==> config.mk <==
export PLATFORM = sky130hd
export DESIGN_NAME = sd_cmd_resp_rx
export DESIGN_NICKNAME = d
export VERILOG_FILES = /design/src/rtl/sd_cmd_resp_rx.sv
export SDC_FILE = /design/constraint.sdc
export NUM_CORES = 1
export LEC_CHECK = 0
export CAP_MARGIN = 20
export CORE_MARGIN = 2
export CORE_UTILIZATION = 44
export DETAILED_ROUTE_END_ITERATION = 6
export PLACE_DENSITY = 0.71
export RECOVER_POWER = 50
export SLEW_MARGIN = 20
export SYNTH_ARGS = -nofsm -noshare
export SYNTH_HDL_FRONTEND = slang
export SYNTH_SLANG_ARGS = --single-unit
==> constraint.sdc <==
create_clock -name clk -period 2.1 [get_ports clk]
set_input_delay 0.42 -clock clk [delete_from_list [all_inputs] [get_ports clk]]
set_output_delay 0.42 -clock clk [all_outputs]
set_load 0.03 [all_outputs]
==> src/rtl/sd_cmd_resp_rx.sv <==
// sd_cmd_resp_rx: SD CMD-line response receiver (start-bit hunt, MSB-first shift, CRC7/framing check)
// Ports:
//   clk, n_rst     - system clock, asynchronous active-low reset
//   sample_enable  - SD-clock sampling strobe; cmd_in is only looked at when high
//   cmd_in         - synchronized CMD line
//   rx_arm         - pulse: begin hunting for a response (ignored unless idle)
//   rx_abort       - pulse: drop reception, back to idle (wins over rx_arm)
//   busy           - receiver is waiting, shifting or checking
//   resp_data      - received frame, bit NUM_BITS-1 is the start bit
//   resp_valid     - one-clk pulse when frame and flags are valid
//   crc_err, end_err, dir_err - CRC7 mismatch, end bit 0, transmission bit 1
//   timeout        - one-clk pulse: no start bit within TIMEOUT_STROBES strobes
module sd_cmd_resp_rx #(
  parameter int NUM_BITS        = 48,
  parameter int CRC_EN          = 1,
  parameter int TIMEOUT_STROBES = 64
) (
  input  logic                clk,
  input  logic                n_rst,
  input  logic                sample_enable,
  input  logic                cmd_in,
  input  logic                rx_arm,
  input  logic                rx_abort,
  output logic                busy,
  output logic [NUM_BITS-1:0] resp_data,
  output logic                resp_valid,
  output logic                crc_err,
  output logic                end_err,
  output logic                dir_err,
  output logic                timeout
);
  localparam int CW = $clog2(NUM_BITS + 1);
  localparam int TW = $clog2(TIMEOUT_STROBES + 1);
  typedef enum logic [2:0] {IDLE, WAIT_START, SHIFT, CHECK, DONE} state_t;
  state_t state, state_next;
  logic [CW-1:0] cnt;
  logic [TW-1:0] tcnt;
  logic [6:0] crc, crc_next;
  logic tmo_hit, last_bit;
  // CRC7 x^7+x^3+1, MSB first: feedback enters at bits 0 and 3
  assign crc_next = {crc[5:0], 1'b0} ^ ({7{crc[6] ^ cmd_in}} & 7'h09);
  // an idle-high strobe that completes the Ncr window; a low bit on that strobe takes priority
  assign tmo_hit  = state == WAIT_START && sample_enable && cmd_in && tcnt == TW'(TIMEOUT_STROBES - 1);
  assign last_bit = state == SHIFT && sample_enable && cnt == CW'(NUM_BITS - 1);
  always_ff @(posedge clk or negedge n_rst)
    if (!n_rst) state <= IDLE;
    else state <= state_next;
  always_comb begin
    state_next = state;
    if (rx_abort) state_next = IDLE;
    else
      case (state)
        IDLE:       state_next = rx_arm ? WAIT_START : IDLE;
        WAIT_START: state_next = (sample_enable && !cmd_in) ? SHIFT : tmo_hit ? IDLE : WAIT_START;
        SHIFT:      state_next = last_bit ? CHECK : SHIFT;
        CHECK:      state_next = DONE;
        default:    state_next = IDLE;
      endcase
  end
  always_comb begin
    busy       = state == WAIT_START || state == SHIFT || state == CHECK;
    resp_valid = state == DONE;
  end
  always_ff @(posedge clk or negedge n_rst)
    if (!n_rst) begin
      resp_data <= '0;
      cnt       <= '0;
      tcnt      <= '0;
      crc       <= '0;
      crc_err   <= 1'b0;
      end_err   <= 1'b0;
      dir_err   <= 1'b0;
      timeout   <= 1'b0;
    end else begin
      timeout <= 1'b0;
      if (!rx_abort)
        case (state)
          IDLE:
            if (rx_arm) begin
              resp_data <= '0;
              cnt       <= '0;
              tcnt      <= '0;
              crc       <= '0;
              crc_err   <= 1'b0;
              end_err   <= 1'b0;
              dir_err   <= 1'b0;
            end
          WAIT_START:
            if (sample_enable && !cmd_in) begin
              resp_data <= {resp_data[NUM_BITS-2:0], cmd_in};
              cnt       <= CW'(1);
              crc       <= crc_next;
            end else if (sample_enable) begin
              tcnt    <= tcnt + TW'(1);
              timeout <= tmo_hit;
            end
          SHIFT:
            if (sample_enable) begin
              resp_data <= {resp_data[NUM_BITS-2:0], cmd_in};
              cnt       <= cnt + CW'(1);
              if (cnt < CW'(NUM_BITS - 8)) crc <= crc_next;
            end
          CHECK: begin
            end_err <= ~resp_data[0];
            dir_err <= resp_data[NUM_BITS-2];
            crc_err <= (CRC_EN != 0) && (crc != resp_data[7:1]);
          end
          default: ;
        endcase
    end
endmodule

==> reports/summary.txt, run 1 <==
Root Driver -> clkbuf_8
EDFF count, synth -> 0
skew final -> 0.00991 ns
die area -> 8040 sq um
Int Power -> 0.00230 W
crit share post-route -> 0.920
DR iter-0 viols -> 109
Syn Inst Count -> 266
drt pass-1 iters -> 4
clock sink total -> 75
static leakage -> 1.92 nW
Non-Filler Instances -> 446
Initial Util -> 0.450
setup_tns -> 0 ns
H-Tree Depth -> 3
CP max stage cell -> dlygate4sd3_1
ys async rst share -> 1.00
global route overflow -> 0
critical path class -> in -> reg
Seq pwr share -> 0.491
sequential-to-total area share from yosys stat -> 0.581
CTS clk-pin slew, worst paths -> 0.08 ns
Clock power frac -> 0.387
CTS Hold Bufs -> 0
site row count -> 31
Peak VDD IR -> 496 uV
synth warn -> 0
chip height -> 89.7 um
TritonCTS clock tree -> built
Netlist Area Pre-Place -> 3230 sq um
Total Routing Usage GR -> 0.181
vias in the first global route -> 2278
first-pass GRT wire length -> 11.1 mm
setup violators final -> 0
input/output buffers -> 59
synth-to-layout area growth -> 30.7%
min cycle time layout -> 1.93 ns
vias per cell -> 5.35
dpl cells -> 431
Num CTS Buffers -> 9
number of routed nets with antenna violations -> 0
fmax -> 0.518 GHz
required time worst endpoint -> 2.32 ns
post-DP HPWL -> 4.59 mm
Die W -> 89.7 um
Crit Path Max Fanout -> 38
RSZ-0062 raised after global routing -> no
Synth Register Bits -> 75
Setup crit end kind -> register
PD cells -> 735 nW/um^2
drt wl/cell -> 15.2 um
syn_area_per_cell -> 12.1 sq um
worst skew pair latency -> 0.34 ns
Max-Cap Viols -> 0
Slew Viols, Final -> 0
final-report hold violation count -> 0
Slew HR -> 0.382
Post-Syn Nets -> 274
post-synthesis cell type count -> 44
largest net degree at the start of global routing -> 49
CP arrival -> 2.15 ns
Worst path max stage delay -> 0.60 ns
Core Box Area -> 7180 sq um
# IOs -> 60
ant diodes -> 0
initial antenna violation count -> 0
Final nets -> 351
overall routed net length -> 6.80 mm
Startpoint Class -> primary input
Sw Share -> 0.260
gpl congestion -> 0.803
logic gate share of total power -> 0.122
fillers -> 605
DRC Markers -> 0
Tightest Pin Transition -> 0.927 ns
layout cells sized above 1 -> 0.127
Max Root-Sink Buffers -> 2
critical path, cell by cell -> dlygate4sd3_1 > nor3b_2 > o31ai_1 > or2_2 > buf_12 > a22o_1
top_reg_cell synth -> dfrtp_1
P_sw -> 0.000806 W
Via Count -> 2388
hold crit path type -> in -> async
status -> completed
-- stage by stage --
step	instance area [sq um]	setup slack [ns]	total power (W)	hold slack [ns]	util
2_1_floorplan	3230	0.342	0.00178	0.124	-
3_3_place_gp	4060	-0.103	0.00195	0.412	0.566
3_5_place_dp	4060	-0.160	0.00195	0.419	0.566
4_1_cts	4280	0.175	0.00316	0.0426	0.596
5_1_grt	4220	0.0876	0.00325	0.275	0.588
6_report	4220	0.169	0.00310	0.209	0.588
-- cell usage after synthesis (4+ instances only) --
cell	instances	area (sq um)
dfrtp_1	75	1880
a22o_1	48	420
nand2_1	15	56.3
nor2_1	12	45.0
o21ai_0	11	55.1
buf_2	10	50.1
inv_1	8	30.0
xor2_1	7	61.3
mux2i_1	6	60.1
nor2b_1	6	37.5
xnor2_1	6	52.6
nand3_1	5	25.0
buf_4	4	30.0
nand2b_1	4	25.0
o2111ai_1	4	35.0
o31ai_1	4	30.0
-- repair_timing --
item / in CTS / in global routing
setup buffers: 0 / 0
endpoints found under the setup margin: 1 / 0
resized for setup: 2 / 0
-- sequential cells by signal, summed over array words and instances (netlist names) --
| register | cells |
|---|---|
| timeout | 1 |
| crc | 7 |
| end_err | 1 |
| tcnt | 7 |
| crc_err | 1 |
| dir_err | 1 |
| cnt | 6 |
| state | 3 |
| resp_data | 48 |
-- logic make-up after synthesis --
| family | after synthesis | synth area share |
|---|---|---|
| compound gates | 81 | 0.205 |
| flops | 75 | 0.581 |
| simple gates | 66 | 0.115 |
| buf+inv | 22 | 0.0341 |
| xor+xnor | 13 | 0.0353 |
| mux | 7 | 0.0221 |
| fa+ha+maj | 2 | 0.00775 |
-- cell type report --
cell class	count	area (sq um)	area share
repair buffers	80	747	0.177
well taps	99	124	0.0293
inverters	8	30.0	0.00711
clock buffers	9	124	0.0293
flip-flops and latches	75	1880	0.445
multi-input cells	169	1230	0.291
clock inverters	6	90.1	0.0213
-- path summary, 6_finish.rpt --
kind,startpoint,end,slack [ns],cells after the start
worst max-delay path,sample_enable,resp_data[6]$_DFFE_PN0P_,0.17,6
worst min-delay path,n_rst,state[0]$_DFF_PN0_,0.21,1
worst max register to register,state[2]$_DFF_PN0_,cnt[5]$_DFFE_PN0P_,0.31,4
worst min register to register,resp_data[47]$_DFFE_PN0P_,resp_data[47]$_DFFE_PN0P_,0.52,1
max in group asynchronous,n_rst,crc[4]$_DFFE_PN0P_,0.47,2
min in group clk,resp_data[47]$_DFFE_PN0P_,resp_data[47]$_DFFE_PN0P_,0.52,1
-- power by group through the flow --
stage | Sequential [W] | Clock (W) | Combinational, W
3_3_place_gp | 0.00155 | 0 | 0.000397
4_1_cts | 0.00152 | 0.00123 | 0.000403
3_5_place_dp | 0.00155 | 0 | 0.000402
5_1_grt | 0.00153 | 0.00130 | 0.000420
6_report | 0.00152 | 0.00120 | 0.000380
2_1_floorplan | 0.00156 | 0 | 0.000214
-- cell usage in the layout, fill, tap and decap left out, types with 3 or more instances in the layout --
cell             count
clkdlybuf4s50_1     49
o31ai_1              5
xor2_1               7
o2111ai_1            4
dfrtp_1             75
buf_4               15
inv_1                8
xnor2_1              6
a21oi_1              3
nand2_1             15
mux2i_1              6
a22o_1              48
nor2b_1              5
nand3_1              5
o21ai_0             11
dlygate4sd3_1        7
nor2_1              13
nand2b_1             4
clkbuf_8             9
clkbuf_1             4
-- worst max-delay path: cells and delay by family --
kind	cells	cell delay, ns
and+or+nand+nor	2	0.58
AOI/OAI and AO/OA	2	0.37
buffers and inverters	2	0.79
-- routing by layer --
metal / wire length (um) / global-route usage / share of wire
met2: 3060 / 0.253 / 0.45
met1: 3370 / 0.271 / 0.50
met5: 0 / 0 / 0
met3: 295 / 0.0512 / 0.043
met4: 73 / 0.0570 / 0.011
Note: power is estimated with default switching activity, not from simulation.
==> run 2: changes to the inputs <==
Settings changed: PLACE_DENSITY 0.71 to 0.69.
==> reports/summary.txt, run 2 (synthesized netlist as in run 1, its figures left out) <==
status -> completed (unchanged)
largest registers -> resp_data (48), crc (7), tcnt (7) (unchanged)
skew final -> 0.00624 ns (was 0.00991 ns)
min cycle time layout -> 1.92 ns (was 1.93 ns)
RSZ-0062 raised after global routing -> no (unchanged)
Initial Util -> 0.450 (unchanged)
overall routed net length -> 6.85 mm (was 6.80 mm)
largest net degree at the start of global routing -> 40 (was 49)
ant diodes -> 0 (unchanged)
global route overflow -> 0 (unchanged)
cell family with most CP delay -> simple AND/OR/NAND/NOR gates (was buffers and inverters)
Post-DP Area -> 4050 sq um (was 4060 sq um)
synth-to-layout area growth -> 29.9% (was 30.7%)
Setup crit end kind -> register (unchanged)
CP arrival -> 2.20 ns (was 2.15 ns)
CTS clk-pin slew, worst paths -> 0.08 ns (about the same)
dpl cells -> 430 (was 431)
final-report hold violation count -> 0 (unchanged)
Slew Viols, Final -> 0 (unchanged)
met3 wire len -> 408 um (was 295 um)
critical path, cell by cell -> buf_4 > or3b_4 > or4_1 > or3_1 > nand3_1 (was dlygate4sd3_1 > nor3b_2 > o31ai_1 > or2_2 > buf_12 > a22o_1)
gpl congestion -> 0.853 (was 0.803)
H-Tree Depth -> 3 (unchanged)
DRC Markers -> 0 (unchanged)
setup violators final -> 0 (unchanged)
Root Driver -> clkbuf_8 (unchanged)
Num CTS Buffers -> 9 (unchanged)
chip height -> 89.7 um (unchanged)
Metal-1 WL -> 3.29 mm (was 3.37 mm)
CTS Hold Bufs -> 0 (unchanged)
site row count -> 31 (unchanged)
setup_tns -> 0 ns (unchanged)
Slew HR -> 0.374 (was 0.382)
vias in the first global route -> 2334 (was 2278)
vias per cell -> 5.37 (was 5.35)
commonest non-fill, non-tap cell in the layout -> dfrtp_1 (unchanged)
flop2flop setup slack -> 0.18 ns (was 0.31 ns)
first-pass GRT wire length -> 11.3 mm (was 11.1 mm)
Max-Cap Viols -> 0 (unchanged)
fmax -> 0.522 GHz (was 0.518 GHz)
Via Count -> 2389 (was 2388)
Startpoint Class -> register (was primary input)
worst skew pair latency -> 0.34 ns (about the same)
Biggest register -> resp_data (unchanged)
Max Root-Sink Buffers -> 2 (unchanged)
Worst path max stage delay -> 0.43 ns (was 0.60 ns)
# IOs -> 60 (unchanged)
final design instance area without fill -> 4200 sq um (was 4220 sq um)
multi-input combinational cell area -> 1250 sq um (was 1230 sq um)
drt wl/cell -> 15.4 um (was 15.2 um)
CP max stage cell -> or3b_4 (was dlygate4sd3_1)
number of routed nets with antenna violations -> 0 (unchanged)
layout cells sized above 1 -> 0.127 (about the same)
required time worst endpoint -> 2.38 ns (was 2.32 ns)
total power -> 0.00297 W (was 0.00310 W)
Tightest Pin Transition -> 0.939 ns (was 0.927 ns)
Max Used Layer -> met4 (unchanged)
Crit Path Max Fanout -> 14 (was 38)
Buf+Inv Stages, Crit Path -> 1 (was 2)
Die W -> 89.7 um (unchanged)
TritonCTS clock tree -> built (unchanged)
input/output buffers -> 59 (unchanged)
Total Routing Usage GR -> 0.186 (was 0.181)
max FFs per register -> 48 (unchanged)
commonest non-fill, non-tap cells in the layout -> dfrtp_1, a22o_1, clkdlybuf4s50_1, nand2_1, buf_4 (was dfrtp_1, clkdlybuf4s50_1, a22o_1, nand2_1, buf_4)
Peak VDD IR -> 382 uV (was 496 uV)
Non-Filler Instances -> 445 (was 446)
PD cells -> 709 nW/um^2 (was 735 nW/um^2)
Core Box Area -> 7180 sq um (unchanged)
Final nets -> 350 (was 351)
post-DP HPWL -> 4.60 mm (was 4.59 mm)
post-CTS setup buffers -> 0 (unchanged)
crit share post-route -> 0.913 (was 0.920)
Reg area -> 1880 sq um (unchanged)
DR iter-0 viols -> 166 (was 109)
fillers -> 622 (was 605)
initial antenna violation count -> 0 (unchanged)
drt pass-1 iters -> 4 (unchanged)
Hold WS -> 0.201 ns (was 0.209 ns)
clock sink total -> 75 (unchanged)
critical path class -> reg -> reg (was in -> reg)
length of routed met2 wiring -> 3.05 mm (was 3.06 mm)
hold crit path type -> in -> async (unchanged)
die area -> 8040 sq um (unchanged)
static leakage -> 1.91 nW (was 1.92 nW)
[run 2: cell types whose count changed in the layout (fill, tap and decap cells not counted), moves of 2 or more]
| cell | previous run | this run |
|---|---|---|
| dlygate4sd3_1 | 7 | 9 |
| clkinv_2 | 1 | 3 |
| clkdlybuf4s50_1 | 49 | 47 |
| buf_4 | 15 | 13 |
[run 2: routing by layer]
| metal | vias to the layer above | track usage |
|---|---|---|
| met3 | 8 | 0.0411 |
| met2 | 56 | 0.267 |
| met1 | 1188 | 0.270 |
| met4 | 0 | 0.0841 |
| met5 | - | 0 |
| li1 | 1137 | - |
[run 2: final timing paths]
kind	cells past startpoint	to	startpoint
min	1	state[0]$_DFF_PN0_	n_rst
min in group clk	1	resp_data[47]$_DFFE_PN0P_	resp_data[47]$_DFFE_PN0P_
max	5	cnt[5]$_DFFE_PN0P_	state[1]$_DFF_PN0_
max reg2reg	5	cnt[5]$_DFFE_PN0P_	state[1]$_DFF_PN0_
max in group asynchronous	2	resp_data[27]$_DFFE_PN0P_	n_rst
min reg2reg	1	resp_data[47]$_DFFE_PN0P_	resp_data[47]$_DFFE_PN0P_
[run 2: repair_timing]
action,4_1_cts,5_1_grt
endpoints found under the setup margin,1,0
endpoints found under the hold margin,0,0
gates resized for setup,2,0
[run 2: layout make-up]
class,count,area share
Inverter,8,0.00716
Sequential cell,75,0.447
Tap cell,99,0.0295
Clock buffer,10,0.0304
Multi-Input combinational cell,169,0.297
Clock inverter,5,0.0128
Timing Repair Buffer,79,0.176
[run 2: power by group]
part           switching, W  internal (W)
registers         0.0000400       0.00148
logic              0.000242      0.000152
clock network      0.000517      0.000541
[run 2: metrics by stage]
step,util,worst slack [ns]
floorplan,-,0.342
global placement,0.565,-0.0587
detailed placement,0.565,-0.117
CTS,0.590,0.177
global route,0.585,0.0521
finish,0.585,0.183
==> run 3: changes to the inputs <==
Settings changed: CORE_MARGIN 2 to unset.
==> reports/summary.txt, run 3 (synthesized netlist as in run 1, its figures left out) <==
worst skew pair latency -> 0.34 ns (about the same)
fmax -> 0.524 GHz (was 0.522 GHz)
clock sink total -> 75 (unchanged)
Clock power frac -> 0.405 (was 0.356)
Biggest register -> resp_data (unchanged)
ant diodes -> 0 (unchanged)
Setup crit end kind -> register (unchanged)
Reg-to-Reg End -> resp_data[24]$_DFFE_PN0P_ (was cnt[5]$_DFFE_PN0P_)
Die W -> 87.7 um (was 89.7 um)
total power -> 0.00324 W (was 0.00297 W)
Max-Cap Viols -> 1 (was 0)
required time worst endpoint -> 2.32 ns (was 2.38 ns)
Sw Share -> 0.250 (was 0.269)
Seq pwr share -> 0.470 (was 0.512)
Via Count -> 2490 (was 2389)
r2r startpoint -> state[0]$_DFF_PN0_ (was state[1]$_DFF_PN0_)
min cycle time layout -> 1.91 ns (was 1.92 ns)
H-Tree Depth -> 3 (unchanged)
Total Routing Usage GR -> 0.189 (was 0.186)
commonest non-fill, non-tap cell in the layout -> dfrtp_1 (unchanged)
number of routed nets with antenna violations -> 0 (unchanged)
crit path launch -> state[0]$_DFF_PN0_ (was state[1]$_DFF_PN0_)
layout cells sized above 1 -> 0.148 (was 0.127)
static leakage -> 1.98 nW (was 1.91 nW)
site row count -> 30 (was 31)
Slew HR -> -0.166 (was 0.374)
dpl cells -> 433 (was 430)
final-report hold violation count -> 0 (unchanged)
die area -> 7690 sq um (was 8040 sq um)
Startpoint Class -> register (unchanged)
post-CTS setup buffers -> 0 (unchanged)
failing checks -> capacitance limit, slew limit
max FFs per register -> 48 (unchanged)
CP endpoint -> resp_data[24]$_DFFE_PN0P_ (was cnt[5]$_DFFE_PN0P_)
Max Root-Sink Buffers -> 2 (unchanged)
flop2flop setup slack -> 0.19 ns (was 0.18 ns)
commonest non-fill, non-tap cells in the layout -> dfrtp_1, a22o_1, clkdlybuf4s50_1, buf_4, nand2_1 (was dfrtp_1, a22o_1, clkdlybuf4s50_1, nand2_1, buf_4)
PD cells -> 750 nW/um^2 (was 709 nW/um^2)
RSZ-0062 raised after global routing -> no (unchanged)
synth-to-layout area growth -> 33.8% (was 29.9%)
setup violators final -> 0 (unchanged)
Worst R2R Path Depth -> 6 (was 5)
Num CTS Buffers -> 9 (unchanged)
Int Power -> 0.00243 W (was 0.00217 W)
TritonCTS clock tree -> built (unchanged)
Crit Path Max Fanout -> 48 (was 14)
Post-DP Area -> 4110 sq um (was 4050 sq um)
CTS clk-pin slew, worst paths -> 0.08 ns (about the same)
Non-Filler Instances -> 448 (was 445)
gpl congestion -> 0.812 (was 0.853)
largest registers -> resp_data (48), crc (7), tcnt (7) (unchanged)
Final nets -> 356 (was 350)
chip height -> 87.7 um (was 89.7 um)
skew final -> 0.0112 ns (was 0.00624 ns)
status -> finished with violations (was completed)
Hold WS -> 0.512 ns (was 0.201 ns)
Tightest Pin Transition -> 1.75 ns (was 0.939 ns)
initial antenna violation count -> 0 (unchanged)
# IOs -> 60 (unchanged)
overall routed net length -> 6.59 mm (was 6.85 mm)
input/output buffers -> 59 (unchanged)
crit share post-route -> 0.909 (was 0.913)
Peak VDD IR -> 438 uV (was 382 uV)
Initial Util -> 0.465 (was 0.450)
largest net degree at the start of global routing -> 49 (was 40)
CP arrival -> 2.13 ns (was 2.20 ns)
drt pass-1 iters -> 4 (unchanged)
hold crit path type -> reg -> reg (was in -> async)
vias in the first global route -> 2258 (was 2334)
DR iter-0 viols -> 122 (was 166)
vias per cell -> 5.56 (was 5.37)
Core Box Area -> 6940 sq um (was 7180 sq um)
first-pass GRT wire length -> 11.1 mm (was 11.3 mm)
P_sw -> 0.000810 W (was 0.000799 W)
drt wl/cell -> 14.7 um (was 15.4 um)
final design instance area without fill -> 4320 sq um (was 4200 sq um)
logic gate share of total power -> 0.125 (was 0.132)
Slew Viols, Final -> 32 (was 0)
DRC Markers -> 0 (unchanged)
global route overflow -> 0 (unchanged)
Root Driver -> clkbuf_8 (unchanged)
critical path class -> reg -> reg (unchanged)
post-DP HPWL -> 4.58 mm (was 4.60 mm)
[run 3: worst min path at each step]
stage | start | to | slack, ns | depth (start not counted)
detailed placement | n_rst | cnt[5]$_DFFE_PN0P_ | 0.38 | 1
global placement | n_rst | cnt[4]$_DFFE_PN0P_ | 0.38 | 1
finish | resp_data[47]$_DFFE_PN0P_ | resp_data[47]$_DFFE_PN0P_ | 0.51 | 1
CTS | n_rst | cnt[5]$_DFFE_PN0P_ | 0.01 | 1
floorplan | n_rst | cnt[0]$_DFFE_PN0P_ | 0.12 | 0
global route | resp_data[11]$_DFFE_PN0P_ | resp_data[12]$_DFFE_PN0P_ | 0.55 | 1
[run 3: worst max-delay path, stage by stage (launching register included)]
cell and delay, ns:
dfrtp_1 0.46, clkbuf_1 0.20, nor2b_1 0.27, o31ai_4 0.08, or2_2 0.32, buf_12 0.19, a22o_1 0.27
[run 3: per-stage QoR]
| step | util | setup TNS [ns] | worst slack, ns |
|---|---|---|---|
| after floorplan | - | 0 | 0.342 |
| after global placement | 0.592 | -3.75 | -0.0900 |
| after detailed placement | 0.592 | -5.82 | -0.154 |
| after CTS | 0.626 | 0 | 0.183 |
| after global routing | 0.622 | 0 | 0.0315 |
| final | 0.622 | 0 | 0.192 |
[run 3: power by group through the flow]
| stage | Clock (W) | Combinational [W] | Sequential [W] |
|---|---|---|---|
| 6_report | 0.00131 | 0.000406 | 0.00153 |
| 5_1_grt | 0.00141 | 0.000448 | 0.00153 |
| 4_1_cts | 0.00134 | 0.000418 | 0.00152 |
| 3_5_place_dp | 0 | 0.000418 | 0.00155 |
| 3_3_place_gp | 0 | 0.000412 | 0.00155 |
| 2_1_floorplan | 0 | 0.000214 | 0.00156 |
[run 3: what timing repair did]
| action | CTS | global route |
|---|---|---|
| resized for setup | 2 | 0 |
| hold buffers | 0 | 0 |
| endpoints found under the setup margin | 1 | 0 |
[run 3: layout make-up]
type	instances	area [sq um]
Inverter	8	30.0
Tap cell	96	120
Clock inverter	6	113
Timing Repair Buffer	85	806
Clock buffer	9	124
Multi-Input combinational cell	169	1250
Fill cell	552	2620
Sequential cell	75	1880
[run 3: layer usage]
metal,up-vias,track usage,share of wire
met4,0,0.0909,0.021
li1,1155,-,-
met2,69,0.278,0.46
met1,1251,0.272,0.48
met5,-,0,0
met3,15,0.0339,0.038
